==> src/rtl/life_gen_engine_pkg.sv <==
// Shared types, rule constants and width helpers for the Life generation engine.
package life_pkg;

   // Conway B3/S23
   localparam int BIRTH_N    = 3;
   localparam int SURVIVE_LO = 2;
   localparam int SURVIVE_HI = 3;

   typedef enum logic [1:0] {
      IDLE      = 2'd0,
      CALC      = 2'd1,
      WAIT_SWAP = 2'd2
   } state_e;

   // cell index width
   function automatic int idx_w(input int cols_log2, input int rows_log2);
      return cols_log2 + rows_log2;
   endfunction

   // live-cell count width: must hold SIZE itself
   function automatic int cnt_w(input int cols_log2, input int rows_log2);
      return cols_log2 + rows_log2 + 1;
   endfunction

endpackage

==> src/rtl/life_gen_engine_if.sv <==
// Control / render bus between the timing+control side (master) and the engine (slave).
interface life_gen_engine_if #(
   parameter int COLS_LOG2 = 3,
   parameter int ROWS_LOG2 = 3
);
   import life_pkg::*;

   localparam int IW = idx_w(COLS_LOG2, ROWS_LOG2);
   localparam int CW = cnt_w(COLS_LOG2, ROWS_LOG2);

   logic          frame_tick;
   logic          run;
   logic          step;
   logic          clear;
   logic          load_en;
   logic [IW-1:0] load_addr;
   logic          load_data;
   logic [IW-1:0] rd_addr;
   logic          rd_data;
   logic          busy;
   logic [15:0]   gen_count;
   logic [CW-1:0] alive_count;

   modport master (
      output frame_tick, run, step, clear, load_en, load_addr, load_data, rd_addr,
      input  rd_data, busy, gen_count, alive_count
   );

   modport slave (
      input  frame_tick, run, step, clear, load_en, load_addr, load_data, rd_addr,
      output rd_data, busy, gen_count, alive_count
   );

endinterface

==> src/rtl/life_gen_engine_cell_rule.sv <==
// Combinational B3/S23 rule for one cell given its 3x3 neighbourhood (bit 4 = centre).
module life_cell_rule
   import life_pkg::*;
(
   input  logic [8:0] i_nbhd,
   output logic [3:0] o_count,
   output logic       o_next
);

   logic [3:0] w_cnt;

   // sum the eight neighbours, skipping the centre
   always_comb begin
      w_cnt = 4'd0;
      for (int i = 0; i < 9; i++)
         if (i != 4) w_cnt = w_cnt + {3'd0, i_nbhd[i]};
   end

   assign o_count = w_cnt;
   assign o_next  = (w_cnt == 4'(BIRTH_N)) |
                    (i_nbhd[4] & (w_cnt >= 4'(SURVIVE_LO)) & (w_cnt <= 4'(SURVIVE_HI)));

endmodule

==> src/rtl/life_gen_engine.sv <==
// Double-buffered Game of Life engine: one cell per clk into the hidden bank,
// bank swap on the frame tick after the sweep so the renderer never sees a torn board.
module life_gen_engine
   import life_pkg::*;
#(
   parameter int COLS_LOG2  = 3,
   parameter int ROWS_LOG2  = 3,
   parameter int WRAP       = 0,
   parameter int GEN_PERIOD = 60,
   parameter logic [(1 << (COLS_LOG2 + ROWS_LOG2))-1:0] INIT_PATTERN = '0
)(
   input  logic              clk,
   input  logic              rst_n,
   life_gen_engine_if.slave  bus
);

   localparam int SIZE = 1 << (COLS_LOG2 + ROWS_LOG2);
   localparam int IW   = idx_w(COLS_LOG2, ROWS_LOG2);
   localparam int CW   = cnt_w(COLS_LOG2, ROWS_LOG2);

   function automatic logic [CW-1:0] f_popcount(input logic [SIZE-1:0] v);
      logic [CW-1:0] n;
      n = '0;
      for (int i = 0; i < SIZE; i++) n = n + CW'(v[i]);
      return n;
   endfunction

   localparam logic [CW-1:0] INIT_ALIVE = f_popcount(INIT_PATTERN);

   logic [SIZE-1:0] r_bank0, r_bank1;
   logic            r_disp_sel;
   state_e          r_state;
   logic [IW-1:0]   r_idx;
   logic [CW-1:0]   r_acc;
   logic [7:0]      r_frame_cnt;
   logic [15:0]     r_gen_count;
   logic [CW-1:0]   r_alive;
   logic            r_busy;

   logic [SIZE-1:0]      w_disp;
   logic [ROWS_LOG2-1:0] w_row;
   logic [COLS_LOG2-1:0] w_col;
   logic [8:0]           w_nbhd;
   logic                 w_next;
   logic [3:0]           w_unused_nbr_count;
   logic                 w_period_hit;
   logic                 w_start;

   assign w_disp = r_disp_sel ? r_bank1 : r_bank0;
   assign w_row  = r_idx[IW-1 -: ROWS_LOG2];
   assign w_col  = r_idx[COLS_LOG2-1:0];

   assign w_period_hit = bus.frame_tick & bus.run & (r_frame_cnt == 8'(GEN_PERIOD - 1));
   assign w_start      = w_period_hit | bus.step;

   // Neighbour fetch: coordinates carry one extra bit so that -1 and ROWS/COLS
   // both show up as a set MSB; with WRAP the MSB is simply dropped.
   for (genvar gr = 0; gr < 3; gr++) begin : g_r
      for (genvar gc = 0; gc < 3; gc++) begin : g_c
         logic [ROWS_LOG2:0] w_rr;
         logic [COLS_LOG2:0] w_cc;
         logic               w_off;
         assign w_rr  = {1'b0, w_row} + (ROWS_LOG2+1)'(gr) - (ROWS_LOG2+1)'(1);
         assign w_cc  = {1'b0, w_col} + (COLS_LOG2+1)'(gc) - (COLS_LOG2+1)'(1);
         assign w_off = (WRAP == 0) && (w_rr[ROWS_LOG2] || w_cc[COLS_LOG2]);
         assign w_nbhd[gr*3 + gc] = w_off ? 1'b0
                                  : w_disp[{w_rr[ROWS_LOG2-1:0], w_cc[COLS_LOG2-1:0]}];
      end
   end

   // count is only of interest when probing the rule block; the engine needs next
   life_cell_rule u_rule (
      .i_nbhd  (w_nbhd),
      .o_count (w_unused_nbr_count),
      .o_next  (w_next)
   );

   // frame divider: counts whenever run is high, regardless of engine state
   always_ff @(posedge clk or negedge rst_n) begin
      if (!rst_n)
         r_frame_cnt <= 8'd0;
      else if (bus.frame_tick && bus.run)
         r_frame_cnt <= w_period_hit ? 8'd0 : r_frame_cnt + 8'd1;
   end

   // control FSM with bank storage, sweep index and counters
   always_ff @(posedge clk or negedge rst_n) begin
      if (!rst_n) begin
         r_bank0     <= INIT_PATTERN;
         r_bank1     <= '0;
         r_disp_sel  <= 1'b0;
         r_state     <= IDLE;
         r_idx       <= '0;
         r_acc       <= '0;
         r_gen_count <= 16'd0;
         r_alive     <= INIT_ALIVE;
         r_busy      <= 1'b0;
      end else begin
         case (r_state)
            IDLE: begin
               // a start coinciding with clear/load is intentionally lost
               if (bus.clear) begin
                  if (r_disp_sel) r_bank1 <= '0;
                  else            r_bank0 <= '0;
                  r_alive <= '0;
               end else if (bus.load_en) begin
                  if (r_disp_sel) r_bank1[bus.load_addr] <= bus.load_data;
                  else            r_bank0[bus.load_addr] <= bus.load_data;
               end else if (w_start) begin
                  r_idx   <= '0;
                  r_acc   <= '0;
                  r_state <= CALC;
                  r_busy  <= 1'b1;
               end
            end
            CALC: begin
               if (r_disp_sel) r_bank0[r_idx] <= w_next;
               else            r_bank1[r_idx] <= w_next;
               r_acc <= r_acc + CW'(w_next);
               if (r_idx == IW'(SIZE - 1)) r_state <= WAIT_SWAP;
               else                        r_idx   <= r_idx + IW'(1);
            end
            WAIT_SWAP: begin
               if (bus.frame_tick) begin
                  r_disp_sel  <= ~r_disp_sel;
                  r_gen_count <= r_gen_count + 16'd1;
                  r_alive     <= r_acc;
                  r_state     <= IDLE;
                  r_busy      <= 1'b0;
               end
            end
            default: begin
               r_state <= IDLE;
               r_busy  <= 1'b0;
            end
         endcase
      end
   end

   assign bus.rd_data     = w_disp[bus.rd_addr];
   assign bus.busy        = r_busy;
   assign bus.gen_count   = r_gen_count;
   assign bus.alive_count = r_alive;

endmodule

==> src/flat_wrapper.sv <==
// flat-port wrapper written by rule: the top's interface ports become plain ports
module life_gen_engine_flat import life_pkg::*;
#(
   parameter int COLS_LOG2  = 3,
   parameter int ROWS_LOG2  = 3,
   parameter int WRAP       = 0,
   parameter int GEN_PERIOD = 60,
   parameter logic [(1 << (COLS_LOG2 + ROWS_LOG2))-1:0] INIT_PATTERN = '0
)
  (clk, rst_n, bus_frame_tick, bus_run, bus_step, bus_clear, bus_load_en, bus_load_addr, bus_load_data, bus_rd_addr, bus_rd_data, bus_busy, bus_gen_count, bus_alive_count);
  life_gen_engine_if #(.COLS_LOG2(COLS_LOG2), .ROWS_LOG2(ROWS_LOG2)) bus_i ();
  input  logic clk;
  input  logic rst_n;
  input wire logic [$bits(bus_i.frame_tick)-1:0] bus_frame_tick;
  input wire logic [$bits(bus_i.run)-1:0] bus_run;
  input wire logic [$bits(bus_i.step)-1:0] bus_step;
  input wire logic [$bits(bus_i.clear)-1:0] bus_clear;
  input wire logic [$bits(bus_i.load_en)-1:0] bus_load_en;
  input wire logic [$bits(bus_i.load_addr)-1:0] bus_load_addr;
  input wire logic [$bits(bus_i.load_data)-1:0] bus_load_data;
  input wire logic [$bits(bus_i.rd_addr)-1:0] bus_rd_addr;
  output wire logic [$bits(bus_i.rd_data)-1:0] bus_rd_data;
  output wire logic [$bits(bus_i.busy)-1:0] bus_busy;
  output wire logic [$bits(bus_i.gen_count)-1:0] bus_gen_count;
  output wire logic [$bits(bus_i.alive_count)-1:0] bus_alive_count;
  assign bus_i.frame_tick = bus_frame_tick;
  assign bus_i.run = bus_run;
  assign bus_i.step = bus_step;
  assign bus_i.clear = bus_clear;
  assign bus_i.load_en = bus_load_en;
  assign bus_i.load_addr = bus_load_addr;
  assign bus_i.load_data = bus_load_data;
  assign bus_i.rd_addr = bus_rd_addr;
  assign bus_rd_data = bus_i.rd_data;
  assign bus_busy = bus_i.busy;
  assign bus_gen_count = bus_i.gen_count;
  assign bus_alive_count = bus_i.alive_count;
  life_gen_engine #(.COLS_LOG2(COLS_LOG2), .ROWS_LOG2(ROWS_LOG2), .WRAP(WRAP), .GEN_PERIOD(GEN_PERIOD), .INIT_PATTERN(INIT_PATTERN)) u_core (.clk(clk), .rst_n(rst_n), .bus(bus_i));
endmodule
==> config.mk <==
export PLATFORM = sky130hd
export DESIGN_NAME = life_gen_engine_flat
export DESIGN_NICKNAME = d
export VERILOG_FILES = /design/src/rtl/life_gen_engine_pkg.sv /design/src/rtl/life_gen_engine_if.sv /design/src/rtl/life_gen_engine_cell_rule.sv /design/src/rtl/life_gen_engine.sv /design/src/flat_wrapper.sv
export SDC_FILE = /design/constraint.sdc
export NUM_CORES = 1
export LEC_CHECK = 0
export ABC_AREA = 1
export CAP_MARGIN = 25
export CORE_ASPECT_RATIO = 0.7
export CORE_UTILIZATION = 53
export DETAILED_ROUTE_END_ITERATION = 12
export PLACE_DENSITY = 0.71
export SLEW_MARGIN = 40
export SYNTH_ARGS = -nofsm -noshare
export SYNTH_HDL_FRONTEND = slang
export SYNTH_HIERARCHICAL = 1
export SYNTH_SLANG_ARGS = --single-unit
==> constraint.sdc <==
create_clock -name clk -period 7.4 [get_ports clk]
set_input_delay 1.48 -clock clk [delete_from_list [all_inputs] [get_ports clk]]
set_output_delay 1.48 -clock clk [all_outputs]
set_load 0.1 [all_outputs]
# Yosys cells after proc, flatten, opt, wreduce, memory -nomap -nowiden
# Cells that the tools add are included.
# word_totals
ff_bits	176
latchBits	0
mem_bits_rw	0
romBits	0
inputBits	20
output_inout_bits	25
n_memories	0
# op_classes
addsub	21
mul	0
div	0
order_cmp	16
n_eq_ne	17
shifts	0
muxes	74
bitwise	8
reduce_logical	23
# op_table
operator	n
64-bit two-way mux	11
64-bit bitwise mux	4
64-bit one-hot mux with 2 select lines	2
6-bit by 7-bit < comparator with 1-bit output, second input constant	12
1-bit binary-select mux with 6-bit select	10
7-bit two-way mux	5
7-bit one-hot mux with 2 select lines	2
1-bit two-way mux	25
6-bit two-way mux	4
16-bit by 1-bit adder with 16-bit output, second input constant	1
4-bit by 1-bit adder with 4-bit output	4
4-bit by 1-bit subtractor with 4-bit output, second input constant	4
5-bit AND reduction	3
2-bit inequality test, second input constant	7
1-bit demux with 6-bit select	2
6-bit by 1-bit greater-or-equal comparator with 1-bit output, second input constant	2
6-bit one-hot mux with 2 select lines	1
4-bit AND reduction	3
2-bit two-way mux	5
1-bit logical OR	9
3-bit by 1-bit adder with 4-bit output, second input constant	2
3-bit by 2-bit adder with 4-bit output, second input constant	2
8-bit by 1-bit adder with 8-bit output, second input constant	1
8-bit by 6-bit equality test with 1-bit output, second input constant	1
other kinds (25)	37

# Depth between registers and ports, before layout
# logic_depth
word_depth	19
mapped_depth	34
depth_no_buf	32

# Cells and area by module
# Netlist, hierarchy kept.
# modules_own_cells
mod	n_inst	cells_each	area_per_inst_um2	seq_area_each_um2
life_gen_engine	1	1955	12998.7	4404.2
life_cell_rule	1	34	230.2	0.0

# Least setup slack after synthesis
# Ideal clock, no wire load.
# synth_path
path_type	reg-to-reg
from	reg u_core.r_idx[0]
to	reg u_core.r_acc[6]
setup_time_ns	0.077
arrival_time_ns	5.639
path_slack_ns	1.683
path_stages_with_launch	33
synth_period_minus_slack_ns	5.717
path_cell_list	dfrtp_1 -> inv_2 -> buf_2 -> buf_2 -> ha_1 -> clkbuf_1 -> inv_1 -> buf_1 -> nand3_1 -> nand3_1 -> nand3_1 -> nand3_1 -> nand3_1 -> a21oi_1 -> inv_1 -> fa_1 -> fa_1 -> fa_1 -> inv_1 -> ha_1 -> inv_1 -> fa_1 -> nor2_4 -> nand2_1 -> nor2_2 -> ha_1 -> ha_1 -> nand2_1 -> inv_1 -> nand4_1 -> nor3_1 -> o21ai_0 -> a21oi_1
# synth_between
word_cells_on_any_way	56
# synth_lines
element	line_no	rtl
start: declaration	life_gen_engine.sv:33	logic [IW-1:0] r_idx;
start signal: assignment	life_gen_engine.sv:121	else r_idx <= r_idx + IW'(1);
3-bit by 1-bit subtractor with 4-bit output (*)	life_gen_engine.sv:64	assign w_cc = {1'b0, w_col} + (COLS_LOG2+1)'(gc) - (COLS_LOG2+1)'(1);
1-bit binary-select mux with 6-bit select	life_gen_engine.sv:67	: w_disp[{w_rr[ROWS_LOG2-1:0], w_cc[COLS_LOG2-1:0]}];
1-bit two-way mux (implied by the code)	life_gen_engine.sv:67	
1-bit two-way mux (*)	life_gen_engine.sv:66	assign w_nbhd[gr*3 + gc] = w_off ? 1'b0
via u_core.w_nbhd[0]	life_gen_engine.sv:43	logic [8:0] w_nbhd;
1-bit by 1-bit adder with 2-bit output (*)	life_gen_engine_cell_rule.sv:16	if (i != 4) w_cnt = w_cnt + {3'd0, i_nbhd[i]};
2-bit by 1-bit adder with 3-bit output (*)	life_gen_engine_cell_rule.sv:16	
3-bit by 1-bit adder with 4-bit output (*)	life_gen_engine_cell_rule.sv:16	
4-bit by 1-bit adder with 4-bit output (*) (4 in a row)	life_gen_engine_cell_rule.sv:16	
4-bit by 2-bit greater-or-equal comparator with 1-bit output	life_gen_engine_cell_rule.sv:21	(i_nbhd[4] & (w_cnt >= 4'(SURVIVE_LO)) & (w_cnt <= 4'(SURVIVE_HI)));
1-bit bitwise AND (2 in a row)	life_gen_engine_cell_rule.sv:21	
1-bit OR (*)	life_gen_engine_cell_rule.sv:20	assign o_next = (w_cnt == 4'(BIRTH_N)) |
via u_core.w_next	life_gen_engine.sv:44	logic w_next;
7-bit by 1-bit adder with 7-bit output (*)	life_gen_engine.sv:119	r_acc <= r_acc + CW'(w_next);
7-bit one-hot mux with 2 select lines (*)	life_gen_engine.sv:99	case (r_state)
end signal: assignment	life_gen_engine.sv:119	
end: declaration	life_gen_engine.sv:34	logic [CW-1:0] r_acc;
# The timed path passes the listed nets; every way through them passes the cells marked *. The select of a mux whose other input is x is not followed.
# A chain may end at the register's enable or synchronous reset.

# Worst setup path after layout
# layout_path
from	reg u_core.r_idx[0]
to	reg u_core.r_bank0[36]
# layout_between
elab_chain_cells	19
word_cells_on_any_way	62
# layout_rtl
element	line_no	rtl
3-bit by 1-bit adder with 4-bit output (*)	life_gen_engine.sv:64	
4-bit by 1-bit subtractor with 4-bit output (*)	life_gen_engine.sv:64	
1-bit binary-select mux with 6-bit select	life_gen_engine.sv:67	
1-bit two-way mux (implied by the code)	life_gen_engine.sv:67	
1-bit two-way mux (*)	life_gen_engine.sv:66	
via u_core.w_nbhd[1]	life_gen_engine.sv:43	
1-bit by 1-bit adder with 2-bit output (*)	life_gen_engine_cell_rule.sv:16	
2-bit by 1-bit adder with 3-bit output (*)	life_gen_engine_cell_rule.sv:16	
3-bit by 1-bit adder with 4-bit output (*)	life_gen_engine_cell_rule.sv:16	
4-bit by 1-bit adder with 4-bit output (*) (4 in a row)	life_gen_engine_cell_rule.sv:16	
4-bit by 2-bit greater-or-equal comparator with 1-bit output	life_gen_engine_cell_rule.sv:21	
1-bit bitwise AND (2 in a row)	life_gen_engine_cell_rule.sv:21	
1-bit OR (*)	life_gen_engine_cell_rule.sv:20	
via u_core.w_next	life_gen_engine.sv:44	
64-bit bitwise mux (*)	life_gen_engine.sv:117	if (r_disp_sel) r_bank0[r_idx] <= w_next;
64-bit two-way mux (*)	life_gen_engine.sv:117	
64-bit one-hot mux with 2 select lines (*)	life_gen_engine.sv:99	
end signal: indexed assignment	life_gen_engine.sv:108	else r_bank0[bus.load_addr] <= bus.load_data;
end signal: indexed assignment	life_gen_engine.sv:117	
end: declaration	life_gen_engine.sv:30	logic [SIZE-1:0] r_bank0, r_bank1;
# Marked as above.

==> qor.yml <==
clock_path_buffers: 2
cts.sinks: 176
critPathSlowestCell: "inv_2"
hold_start: "u_core/r_acc[6]"
drc: 0
wl_per_cell_um: 22.2
relSlewSlack_pct: 38.2
dp_hpwl_um: 35200
synth_nets: 2022
first_global_vias: 13600
hold_viol: 0
wl_met1_um: 20900
coreArea_um2: 24100
yosysWarnings: 6
clock_latency_ns: 0.46
die_width_um: 191
vias_per_cell: 6.38
die_area_um2: 25600
crit_arrival_ns: 7.04
min_path_type: "flop to flop"
postCtsResizedCells: 0
fmax_mhz: 150
first_iter_violations: 2385
grt_usage_pct: 40.9
routed.top_layer: "met5"
ant_nets: 0
synth_area_um2: 13200
cap_violations: 0
nets: 2013
power-per-cell-area_nw_per_um2: 442
clk_pin_slew_worst_paths_ns: 0.07
crit_fanout: 37
crit_type: "flop to flop"
worst_path_most_repeated_cell: "nand2_1"
setup_viol: 0
final_layout_size_suffix_gt1_share_pct: 7.68
grt_first_pass_wirelength_um: 78600
avgSynthCellArea_um2: 6.65
routed_wirelength_um: 51300
insertedDiodeCount: 0
r2r_start: "u_core/r_idx[0]"
syn_inst: 1987
fin_crit_sh_pct: 90.2
vias: 14700
setup_tns_ns: 0
fillers: 2322
r2r_slack_ns: 0.72
whs_ns: 0.475
area_growth_syn_to_layout_pct: 7.49
skew_ns: 0.0149
grt_max_degree: 67
max_stage_delay_ns: 0.53
cts_buffers: 17
gp_congestion: 1.11
cp-start-kind: "flop"
post_cts_buffers: 0
dr_wl_met3_um: 8000
r2r-end: "u_core/r_bank0[36]"
cts_tree: "built"
io_buffers: 44
outcome: "finished clean"
p_leak_nw: 6.51
final_common_cell: "nand2_1"
htreeDepth: 4
wl_met2_um: 20300
cp-end-kind: "flop"
pin_count: 45
rows: 47
cts-root-buf: "clkbuf_16"
layout_min_cycle_time_ns: 6.68
maxSlewViolCount: 0
start_util_pct: 55.0
antenna_found_initial: 3
hold_path_depth: 1
grt-ovfl-total: 0
dieHeight_um: 134
ctsHoldBuffers: 0
dr.pass1.iters: 7
reg2reg_depth: 28
critPathRequiredTime_ns: 7.76
ir_worst_vdd_mv: 0.984
rsz0062_at_grt: "no"
worstHoldEndpoint: "u_core/r_acc[6]"
layout_common_cells: "624 x nand2_1, 291 x nand3_1, 174 x dfrtp_1"
worst_pin_slew_ns: 0.922
## flip-flops by register name, indices dropped and copies added, names as in the netlist
name,flops
u_core/r_acc,7
u_core/r_bank0,64
u_core/r_bank1,64
u_core/bus.alive_count,7
u_core/r_disp_sel,1
u_core/r_idx,6
u_core/bus.busy,1
u_core/bus.gen_count,16
u_core/r_frame_cnt,8
u_core/r_state,2
## report_power, final
part           internal (mW)  leakage [nW]  total, mW  switching (mW)
logic                   1.11          3.91       4.03            2.91
registers               1.15          2.32       1.33           0.173
clock network          0.484         0.281      0.929           0.445
## per-stage QoR
stage / power [mW] / utilization [%] / cell area [µm²] / std cells / setup slack (ns)
after floorplan: 4.01 / - / 13200 / 1987 / 1.70
after global placement: 5.13 / 57.0 / 13700 / 2276 / 0.906
after detailed placement: 5.15 / 56.5 / 13600 / 2276 / 1.16
after CTS: 6.10 / 59.0 / 14200 / 2308 / 1.12
after global routing: 6.66 / 59.1 / 14200 / 2309 / 0.638
final: 6.28 / 59.1 / 14200 / 2309 / 0.722
## critical path: cells and delay by family, from the launching register on
| family | cells | cell delay [ns] |
|---|---|---|
| AO/OA/AOI/OAI | 3 | 0.60 |
| adder cells (fa/ha/maj) | 5 | 2.07 |
| buffers and inverters | 8 | 1.81 |
| flip-flops | 1 | 0.40 |
| AND/OR/NAND/NOR | 12 | 1.65 |
## layout make-up
cell class | instances | area (µm²) | area share, %
well taps | 318 | 398 | 2.80
clock buffers | 18 | 439 | 3.09
clock inverters | 14 | 149 | 1.05
multi-input cells | 1542 | 7640 | 53.8
repair buffers | 66 | 513 | 3.61
inverters | 175 | 667 | 4.69
flip-flops and latches | 176 | 4410 | 31.0
## worst max path at each step
stage | cells past startpoint | startpoint | end | slack (ns)
CTS | 28 | u_core/r_idx[0] | u_core/r_bank0[36] | 1.12
global placement | 23 | u_core/r_idx[3] | u_core/r_bank0[19] | 0.91
finish | 28 | u_core/r_idx[0] | u_core/r_bank0[36] | 0.72
detailed placement | 28 | u_core/r_idx[0] | u_core/r_bank0[36] | 1.16
floorplan | 32 | u_core/r_idx[0] | u_core/r_acc[6] | 1.70
global route | 28 | u_core/r_idx[0] | u_core/r_bank0[36] | 0.64
## per-layer routing
metal | up-vias | track usage (%)
met3 | 185 | 15.1
met5 | - | 0
met4 | 4 | 15.9
li1 | 6610 | -
met1 | 6886 | 57.4
met2 | 1054 | 56.5
No activity file was read; power rests on OpenSTA's default activity.
